[src/rtl/ula_pkg.sv]
// Shared definitions for the ula_pipe ALU: opcode encodings, control FSM states,
// and the result returned for the reserved opcodes 1100-1111.
package ula_pkg;

  localparam logic [3:0] OP_AND  = 4'b0000;
  localparam logic [3:0] OP_OR   = 4'b0001;
  localparam logic [3:0] OP_ADD  = 4'b0010;
  localparam logic [3:0] OP_NOT  = 4'b0011;
  localparam logic [3:0] OP_ANDN = 4'b0100;
  localparam logic [3:0] OP_ORN  = 4'b0101;
  localparam logic [3:0] OP_SUB  = 4'b0110;
  localparam logic [3:0] OP_SLT  = 4'b0111;
  localparam logic [3:0] OP_SHL  = 4'b1000;
  localparam logic [3:0] OP_SHR  = 4'b1001;
  localparam logic [3:0] OP_MUL  = 4'b1010;
  localparam logic [3:0] OP_EQ   = 4'b1011;

  // Reserved opcodes complete in one cycle with every result bit and carry at these values.
  localparam logic RSV_FILL  = 1'b0;
  localparam logic RSV_CARRY = 1'b0;

  typedef enum logic [1:0] {
    ST_IDLE = 2'd0,
    ST_MUL  = 2'd1,
    ST_HOLD = 2'd2
  } state_t;

endpackage

[src/rtl/ula_mul_seq.sv]
// Iterative shift-add multiplier: the first partial product is formed at start,
// each later cycle adds one more bit, and done pulses once the product is complete.
module ula_mul_seq #(
  parameter int WIDTH = 8
) (
  input  logic               clk,
  input  logic               rst,
  input  logic               start,
  input  logic [WIDTH-1:0]   A,
  input  logic [WIDTH-1:0]   B,
  output logic               done,
  output logic [2*WIDTH-1:0] product
);

  localparam int CNT_W = $clog2(WIDTH) + 1;

  logic [2*WIDTH-1:0] acc;
  logic [2*WIDTH-1:0] mcand;
  logic [WIDTH-1:0]   mplier;
  logic [CNT_W-1:0]   cnt;
  logic               busy;

  always_ff @(posedge clk) begin
    if (rst) begin
      busy   <= 1'b0;
      done   <= 1'b0;
      cnt    <= '0;
      acc    <= '0;
      mcand  <= '0;
      mplier <= '0;
    end else begin
      done <= 1'b0;
      if (start) begin
        acc    <= B[0] ? {{WIDTH{1'b0}}, A} : '0;
        mcand  <= {{WIDTH{1'b0}}, A} << 1;
        mplier <= B >> 1;
        cnt    <= CNT_W'(1);
        busy   <= 1'b1;
      end else if (busy) begin
        if (mplier[0]) acc <= acc + mcand;
        mcand  <= mcand << 1;
        mplier <= mplier >> 1;
        cnt    <= cnt + 1'b1;
        // Bit WIDTH-1 is being added now, so the product is final after this edge.
        if (cnt == CNT_W'(WIDTH - 1)) begin
          busy <= 1'b0;
          done <= 1'b1;
        end
      end
    end
  end

  assign product = acc;

endmodule

[src/rtl/ula_pipe.sv]
// Handshaked ALU with a one-register result stage and an iterative multiply.
// Define ULA_SAT_EN to saturate add/sub/multiply results instead of wrapping.
module ula_pipe
  import ula_pkg::*;
#(
  parameter int WIDTH = 8
) (
  input  logic             clk,
  input  logic             rst,
  input  logic             in_valid,
  output logic             in_ready,
  input  logic [WIDTH-1:0] A,
  input  logic [WIDTH-1:0] B,
  input  logic [3:0]       seletor,
  output logic             out_valid,
  input  logic             out_ready,
  output logic [WIDTH-1:0] resultado,
  output logic             carry_out,
  output logic             zero
);

`ifdef ULA_SAT_EN
  localparam bit SAT_EN = 1'b1;
`else
  localparam bit SAT_EN = 1'b0;
`endif

  state_t             state, state_nxt;
  logic               accept, mul_start, mul_done;
  logic [2*WIDTH-1:0] product;
  logic [WIDTH:0]     alu_out;
  logic [WIDTH-1:0]   mul_res;
  logic               mul_carry;

  function automatic logic [WIDTH-1:0] sat_to(input logic [WIDTH-1:0] r,
                                              input logic hit,
                                              input logic [WIDTH-1:0] lim);
    return (SAT_EN && hit) ? lim : r;
  endfunction

  // Returns {carry, result} for every opcode that completes in a single cycle.
  function automatic logic [WIDTH:0] alu(input logic [3:0] op,
                                         input logic [WIDTH-1:0] a,
                                         input logic [WIDTH-1:0] b);
    logic [WIDTH:0]   sum;
    logic [WIDTH-1:0] r;
    logic             c;
    sum = '0;
    r   = '0;
    c   = 1'b0;
    case (op)
      OP_AND:  r = a & b;
      OP_OR:   r = a | b;
      OP_ADD: begin
        sum = {1'b0, a} + {1'b0, b};
        c   = sum[WIDTH];
        r   = sat_to(sum[WIDTH-1:0], c, '1);
      end
      OP_NOT:  r = ~a;
      OP_ANDN: r = a & ~b;
      OP_ORN:  r = a | ~b;
      OP_SUB: begin
        c = (a >= b);
        r = sat_to(a - b, !c, '0);
      end
      OP_SLT:  r = {{(WIDTH-1){1'b0}}, (a < b)};
      OP_SHL: begin
        r = {a[WIDTH-2:0], 1'b0};
        c = a[WIDTH-1];
      end
      OP_SHR: begin
        r = {1'b0, a[WIDTH-1:1]};
        c = a[0];
      end
      OP_EQ:   r = {{(WIDTH-1){1'b0}}, (a == b)};
      default: begin
        r = {WIDTH{RSV_FILL}};
        c = RSV_CARRY;
      end
    endcase
    return {c, r};
  endfunction

  assign in_ready  = !rst && (state == ST_IDLE) && (!out_valid || out_ready);
  assign accept    = in_valid && in_ready;
  assign mul_start = accept && (seletor == OP_MUL);

  assign alu_out   = alu(seletor, A, B);
  assign mul_carry = |product[2*WIDTH-1:WIDTH];
  assign mul_res   = sat_to(product[WIDTH-1:0], mul_carry, '1);

  ula_mul_seq #(.WIDTH(WIDTH)) u_mul (
    .clk     (clk),
    .rst     (rst),
    .start   (mul_start),
    .A       (A),
    .B       (B),
    .done    (mul_done),
    .product (product)
  );

  always_ff @(posedge clk) begin
    if (rst) state <= ST_IDLE;
    else     state <= state_nxt;
  end

  always_comb begin
    state_nxt = state;
    case (state)
      ST_IDLE: begin
        if (mul_start)                   state_nxt = ST_MUL;
        else if (out_valid && !out_ready) state_nxt = ST_HOLD;
      end
      ST_MUL:  if (mul_done)  state_nxt = ST_IDLE;
      ST_HOLD: if (out_ready) state_nxt = ST_IDLE;
      default: state_nxt = ST_IDLE;
    endcase
  end

  // Result stage: a new result may overwrite one being consumed on the same edge.
  always_ff @(posedge clk) begin
    if (rst) begin
      out_valid <= 1'b0;
      resultado <= '0;
      carry_out <= 1'b0;
      zero      <= 1'b0;
    end else if (accept && !mul_start) begin
      out_valid <= 1'b1;
      resultado <= alu_out[WIDTH-1:0];
      carry_out <= alu_out[WIDTH];
      zero      <= (alu_out[WIDTH-1:0] == '0);
    end else if ((state == ST_MUL) && mul_done) begin
      out_valid <= 1'b1;
      resultado <= mul_res;
      carry_out <= mul_carry;
      zero      <= (mul_res == '0);
    end else if (out_valid && out_ready) begin
      out_valid <= 1'b0;
    end
  end

endmodule

[config.mk]
export PLATFORM = sky130hd
export DESIGN_NAME = ula_pipe
export DESIGN_NICKNAME = d
export VERILOG_FILES = /design/src/rtl/ula_pkg.sv /design/src/rtl/ula_mul_seq.sv /design/src/rtl/ula_pipe.sv
export SDC_FILE = /design/constraint.sdc
export NUM_CORES = 1
export LEC_CHECK = 0
export ABC_AREA = 1
export BUFFER_PORTS_ARGS = -buffer_cell sky130_fd_sc_hd__buf_2
export CORE_UTILIZATION = 25
export CTS_CLUSTER_SIZE = 14
export DETAILED_ROUTE_END_ITERATION = 7
export GPL_ROUTABILITY_DRIVEN = 0
export PLACE_DENSITY = 0.39
export SETUP_SLACK_MARGIN = 0.1
export SLEW_MARGIN = 20
export SYNTH_ARGS = -nofsm -noshare
export SYNTH_HDL_FRONTEND = slang
export SYNTH_SLANG_ARGS = --single-unit
[constraint.sdc]
create_clock -name clk -period 2 [get_ports clk]
set_input_delay 0.3 -clock clk [delete_from_list [all_inputs] [get_ports clk]]
set_output_delay 0.3 -clock clk [all_outputs]
set_load 0.005 [all_outputs]
# Word-level counts from Yosys, hierarchy flattened
# Index checks and enable logic that the tools add are counted.
op_classes:
  add_sub_neg: 4
  n_lt_le_gt_ge: 2
  eq_ne: 18
  muxes: 30
  bitwise_logic: 7
  reduce_logical: 26
ops:
  columns: ["op", "count"]
  rows:
  - ["$pmux 8 s11", 1]
  - ["$mux 16", 3]
  - ["$mux 8", 3]
  - ["$eq 4x3->1 const B", 5]
  - ["$mux 9", 2]
  - ["$add 16x16->16", 1]
  - ["$and 8x8->8", 2]
  - ["$eq 4x4->1 const B", 4]
  - ["$logic_not 8->1", 2]
  - ["$not 8->8", 2]
  - ["$or 8x8->8", 2]
  - ["$mux 7", 2]
  - ["$mux 1", 13]
  - ["$add 8x8->9", 1]
  - ["$eq 4x2->1 const B", 2]
  - ["$eq 8x8->1", 1]
  - ["$ge 8x8->1", 1]
  - ["$logic_and 1x1->1", 8]
  - ["$lt 8x8->1", 1]
  - ["$mux 2", 4]
  - ["$reduce_or 8->1", 1]
  - ["$sub 8x8->8", 1]
  - ["$pmux 2 s3", 1]
  - ["$reduce_bool 2->1", 3]
  - ["18 further kinds", 21]
totals:
  register_bits: 57
  out_inout_bits: 12
  wordCells: 100

# Logic depth before layout (Yosys ltp)
logic_depth:
  depth_word: 8
  depth_mapped: 16

# Cells and area by module
# Synthesis repeated with hierarchy kept, for this count alone.
unflattened:
  cells_unflattened: 799
  hier_area_um2: 4813.4
by_module_without_submodules:
  columns: ["mod", "n_inst", "cells_each", "area_each_um2", "seq_area_each_um2"]
  rows:
  - ["ula_mul_seq", 1, 409, 2697.6, 880.8]
  - ["ula_pipe", 1, 390, 2115.8, 260.2]

# Least setup slack after synthesis
# No wires, ideal clock.
synth_path:
  path_type: "input to register"
  from: "input port A[0]"
  to: "register zero"
  setup_ns: 0.070
  arrival_time_ns: 1.872
  t_required_ns: 1.930
  slack_ns: 0.059
  cell_stages: 12
  n_path_buf: 0
  cell_sequence: "inv_1 -> ha_1 -> inv_1 -> fa_1 -> or2_2 -> nand3_1 -> nand4_1 -> nor2_1 -> nand2_1 -> nor2_1 -> nand4_1 -> a21oi_1"
synth_via:
  elab_chain_len: 4
  elab_cells_between_ends: 12
  classes_between: "2 x add/sub; 1 x order compare; 1 x eq/ne; 2 x mux; 5 x bitwise; 1 x reduce/logical"
synth_rtl:
  columns: ["item", "line", "text"]
  rows:
  - ["start: declaration", "ula_pipe.sv:12", "input logic [WIDTH-1:0] A,"]
  - ["$sub 8x8->8 (tied with other cells)", "ula_pipe.sv:64", "r = sat_to(a - b, !c, '0);"]
  - ["$pmux 8 s11 (*)", "ula_pipe.sv:51", "case (op)"]
  - ["$logic_not 8->1 (*)", "ula_pipe.sv:131", "zero <= (alu_out[WIDTH-1:0] == '0);"]
  - ["$mux 1 (*)", "ula_pipe.sv:127", "end else if (accept && !mul_start) begin"]
  - ["end signal: assignment", "ula_pipe.sv:131", null]
  - ["end signal: assignment", "ula_pipe.sv:136", "zero <= (mul_res == '0);"]
  - ["end: declaration", "ula_pipe.sv:19", "output logic zero"]
# Every way passes the cells marked *; elsewhere a longest branch is shown, timed or not.
# A chain may end at the register's enable or synchronous reset.

# Worst setup path in the final report
layout_path:
  from: "register state[0]"
  to: "register resultado[3]"
layout_via:
  elab_chain_len: 8
  elab_cells_between_ends: 11
  classes_between: "1 x eq/ne; 1 x mux; 9 x reduce/logical"
layout_rtl:
  columns: ["item", "line", "text"]
  rows:
  - ["start: declaration", "ula_pipe.sv:28", "state_t state, state_nxt;"]
  - ["start signal: assignment", "ula_pipe.sv:104", "else state <= state_nxt;"]
  - ["$logic_not 2->1", "ula_pipe.sv:84", "assign in_ready = !rst && (state == ST_IDLE) && (!out_valid || out_ready);"]
  - ["$logic_and 1x1->1 (2 in a row)", "ula_pipe.sv:84", null]
  - ["$logic_and 1x1->1", "ula_pipe.sv:85", "assign accept = in_valid && in_ready;"]
  - ["$logic_and 1x1->1", "ula_pipe.sv:86", "assign mul_start = accept && (seletor == OP_MUL);"]
  - ["$logic_not 1->1", "ula_pipe.sv:127", null]
  - ["$logic_and 1x1->1", "ula_pipe.sv:127", null]
  - ["$mux 8 / $reduce_bool 2->1 (equally long branches)", null, null]
  - ["end signal: assignment", "ula_pipe.sv:129", "resultado <= alu_out[WIDTH-1:0];"]
  - ["end signal: assignment", "ula_pipe.sv:134", "resultado <= mul_res;"]
  - ["end: declaration", "ula_pipe.sv:17", "output logic [WIDTH-1:0] resultado,"]
# Several ways; a longest one is shown, not always the timed one.

==> impl_metrics.env <==
export IMPL_arrival_ns=2.10
export IMPL_clockRootBuffer="clkbuf_16"
export IMPL_synth_edf_count=0
export IMPL_hold_ws_ns=0.252
export IMPL_final_max_slew_viol_count=0
export IMPL_fillers=1897
export IMPL_seq_area_frac_synth=0.257
export IMPL_die_y_um=135
export IMPL_ant_nets=0
export IMPL_start_util=0.257
export IMPL_cts_tree="yes"
export IMPL_rsz0062_at_grt="yes"
export IMPL_drtIter0Drc=215
export IMPL_ios=36
export IMPL_status="finished clean"
export IMPL_total_power_uw=3490
export IMPL_grt_pass1_vias=4900
export IMPL_finalHoldViolCount=0
export IMPL_synth_area_um2=4440
export IMPL_finalCriticalPeriod_ns=1.84
export IMPL_grt_ovfl_total=0
export IMPL_maxCapViolations=0
export IMPL_ctsHoldBuffers=0
export IMPL_dr_pass1_iters=4
export IMPL_syn_inst=702
export IMPL_syn_to_final_growth_pct=32.9
export IMPL_cts_max_path_buffers=2
export IMPL_core_region_area_um2=17300
export IMPL_slew_headroom=0.642
export IMPL_antennaDiodeCount=0
export IMPL_cts_made_buffers=9
export IMPL_synth_top_family_by_area="simple AND/OR/NAND/NOR gates"
export IMPL_vias=4988
export IMPL_synth_main_ff_cell="dfxtp_1"
export IMPL_synth_fp_nets=761
export IMPL_layout_commonest_cell="nand2_1"
export IMPL_dp_cells=1013
export IMPL_fin_tns_setup_ns=0
export IMPL_synth_compound_area_frac=0.177
export IMPL_numPortBuffers=35
export IMPL_max_freq_ghz=0.544
export IMPL_routedWlPerCell_um=15.6
export IMPL_core_rowCount=48
export IMPL_endpoint_kind="flip-flop"
export IMPL_worst_path_max_fanout=6
export IMPL_synthAdderAreaFrac=0.104
export IMPL_crit_required_ns=2.26
export IMPL_fin_nets=864
export IMPL_synth_distinct_cells=43
export IMPL_holdCritPathClass="in2reg"
export IMPL_yosysWarnings=0
export IMPL_dieArea_um2=18300
export IMPL_dp_hpwl_um=13000
export IMPL_yosys_area_share_xor_xnor=0.0158
export IMPL_r2r_cells=11
export IMPL_multi_input_area_um2=3100
export IMPL_clk_pin_slew_ns=0.05
export IMPL_cts_sink_count=57
export IMPL_tightest_slew_ns=0.536
export IMPL_finalSetupViolations=0
export IMPL_clock_skew_ns=0.00855
export IMPL_drt_total_wl_um=16200
export IMPL_synth_seq_cells=57
export IMPL_powerDensity_nw_per_um2=591
export IMPL_final_cell_count_no_fill=1035
export IMPL_seq_area_um2=1150
export IMPL_synthArstFlopShare=0
export IMPL_track_usage=0.182
export IMPL_drc=0
export IMPL_fin_util=0.341
export IMPL_grt_max_degree=32
export IMPL_timing_final_crit_share=0.919
export IMPL_startpoint_type="flip-flop"
export IMPL_drive_above_1_share=0.228
export IMPL_layout_common_cells="182 x nand2_1, 75 x buf_4, 74 x nand3_1, 66 x inv_1, 57 x nor2_1"
export IMPL_vias_per_cell=4.82
export IMPL_peakVddDrop_mv=0.389
export IMPL_syn_area_per_cell_um2=6.33
export IMPL_grt_pass1_wl_um=25600
export IMPL_cts_max_level=3
export IMPL_worstSkewPairLatency_ns=0.33
export IMPL_criticalPathCategory="reg2reg"
export IMPL_fp_dieW_um=135
export IMPL_antenna_found_initial=0
export IMPL_muxShareOfSynthArea=0
export IMPL_synth_simple_area_share=0.358
export IMPL_p_leak_uw=0.00263
export IMPL_whs_path_depth=3
==> layer usage <==
metal | share of wire | GRT usage | vias up
met4 | 0.019 | 0.0518 | 0
met2 | 0.46 | 0.305 | 108
met5 | 0 | 0 | -
li1 | - | - | 2571
met1 | 0.48 | 0.241 | 2282
met3 | 0.034 | 0.0269 | 27
==> Yosys cell counts, drive strengths merged, types with 2 or more instances <==
master / n / area [um^2]
buf: 10 / 60.1
dfxtp: 57 / 1140
xor2: 6 / 52.6
fa: 3 / 60.1
nor3: 5 / 36.3
or2: 2 / 12.5
a21boi: 5 / 37.5
a211oi: 2 / 15.0
xnor2: 2 / 17.5
nor2: 65 / 264
clkbuf: 8 / 30.0
nand3b: 5 / 37.5
inv: 79 / 297
a21oi: 56 / 280
ha: 32 / 400
o22ai: 8 / 50.1
o21ai: 49 / 245
nor4: 4 / 25.0
a31oi: 14 / 87.6
nand3: 76 / 385
nand4: 17 / 106
nand2: 187 / 719
==> cell type report <==
type,instances,area share
multi-input cells,547,0.524
flip-flops and latches,57,0.195
repair buffers,110,0.126
inverters,80,0.0521
well taps,225,0.0477
clock buffers,11,0.0411
clock inverters,5,0.0134
==> cells by family (layout without fill, tap and decap cells) <==
| kind of cell | after synthesis | count (layout) |
|---|---|---|
| flip-flops | 57 | 57 |
| adder cells (fa/ha/maj) | 35 | 35 |
| AO/OA/AOI/OAI | 142 | 142 |
| buffers and inverters | 98 | 206 |
| AND/OR/NAND/NOR | 362 | 362 |
| XOR/XNOR | 8 | 8 |
==> worst max-delay path, stage by stage, from the launching register on <==
cell and delay [ns]:
dfxtp_1 0.35, inv_2 0.09, nand2_2 0.08, nor3_4 0.31
nand2_2 0.12, nor2_4 0.17, inv_2 0.09, nand2_4 0.11
o21ai_0 0.12, a21oi_1 0.19, a21oi_1 0.06, nor2_1 0.09
==> per-stage QoR <==
stage               instance area, um^2  setup WS, ns
floorplan                          4450         0.117
global placement                   5330        -0.127
detailed placement                 5330        -0.176
CTS                                5670         0.122
global route                       5900        0.0668
finish                             5900         0.162
==> what timing repair did <==
| action | CTS | global route |
|---|---|---|
| resized for setup | 5 | 55 |
| pin swaps | 1 | 17 |
| endpoints found under the setup margin | 13 | 31 |
| setup buffers | 1 | 5 |
==> power breakdown <==
group          leakage (uW)  switching [uW]  total, uW  internal, uW
Sequential         0.000464            11.6       1160          1150
Combinational       0.00201             405        664           259
Clock              0.000159             541       1660          1120
==> sequential cells by signal, indices dropped and copies added, names as in the netlist <==
signal and count:
carry_out 1, out_valid 1, resultado 8, state 2, u_mul.busy 1, u_mul.cnt 4
u_mul.done 1, u_mul.mcand 15, u_mul.mplier 7, u_mul.product 16, zero 1
==> path summary, 6_finish.rpt <==
check	start	endpoint	slack, ns
worst max register to register	state[0]$_SDFFE_PP0P_	resultado[3]$_SDFFE_PP0P_	0.16
worst min-delay path	out_ready	state[1]$_SDFFE_PP0P_	0.25
worst min register to register	u_mul.mplier[6]$_SDFFE_PP0P_	u_mul.mplier[6]$_SDFFE_PP0P_	0.46
worst max-delay path	state[0]$_SDFFE_PP0P_	resultado[3]$_SDFFE_PP0P_	0.16
(Power assumes the default switching activity.)
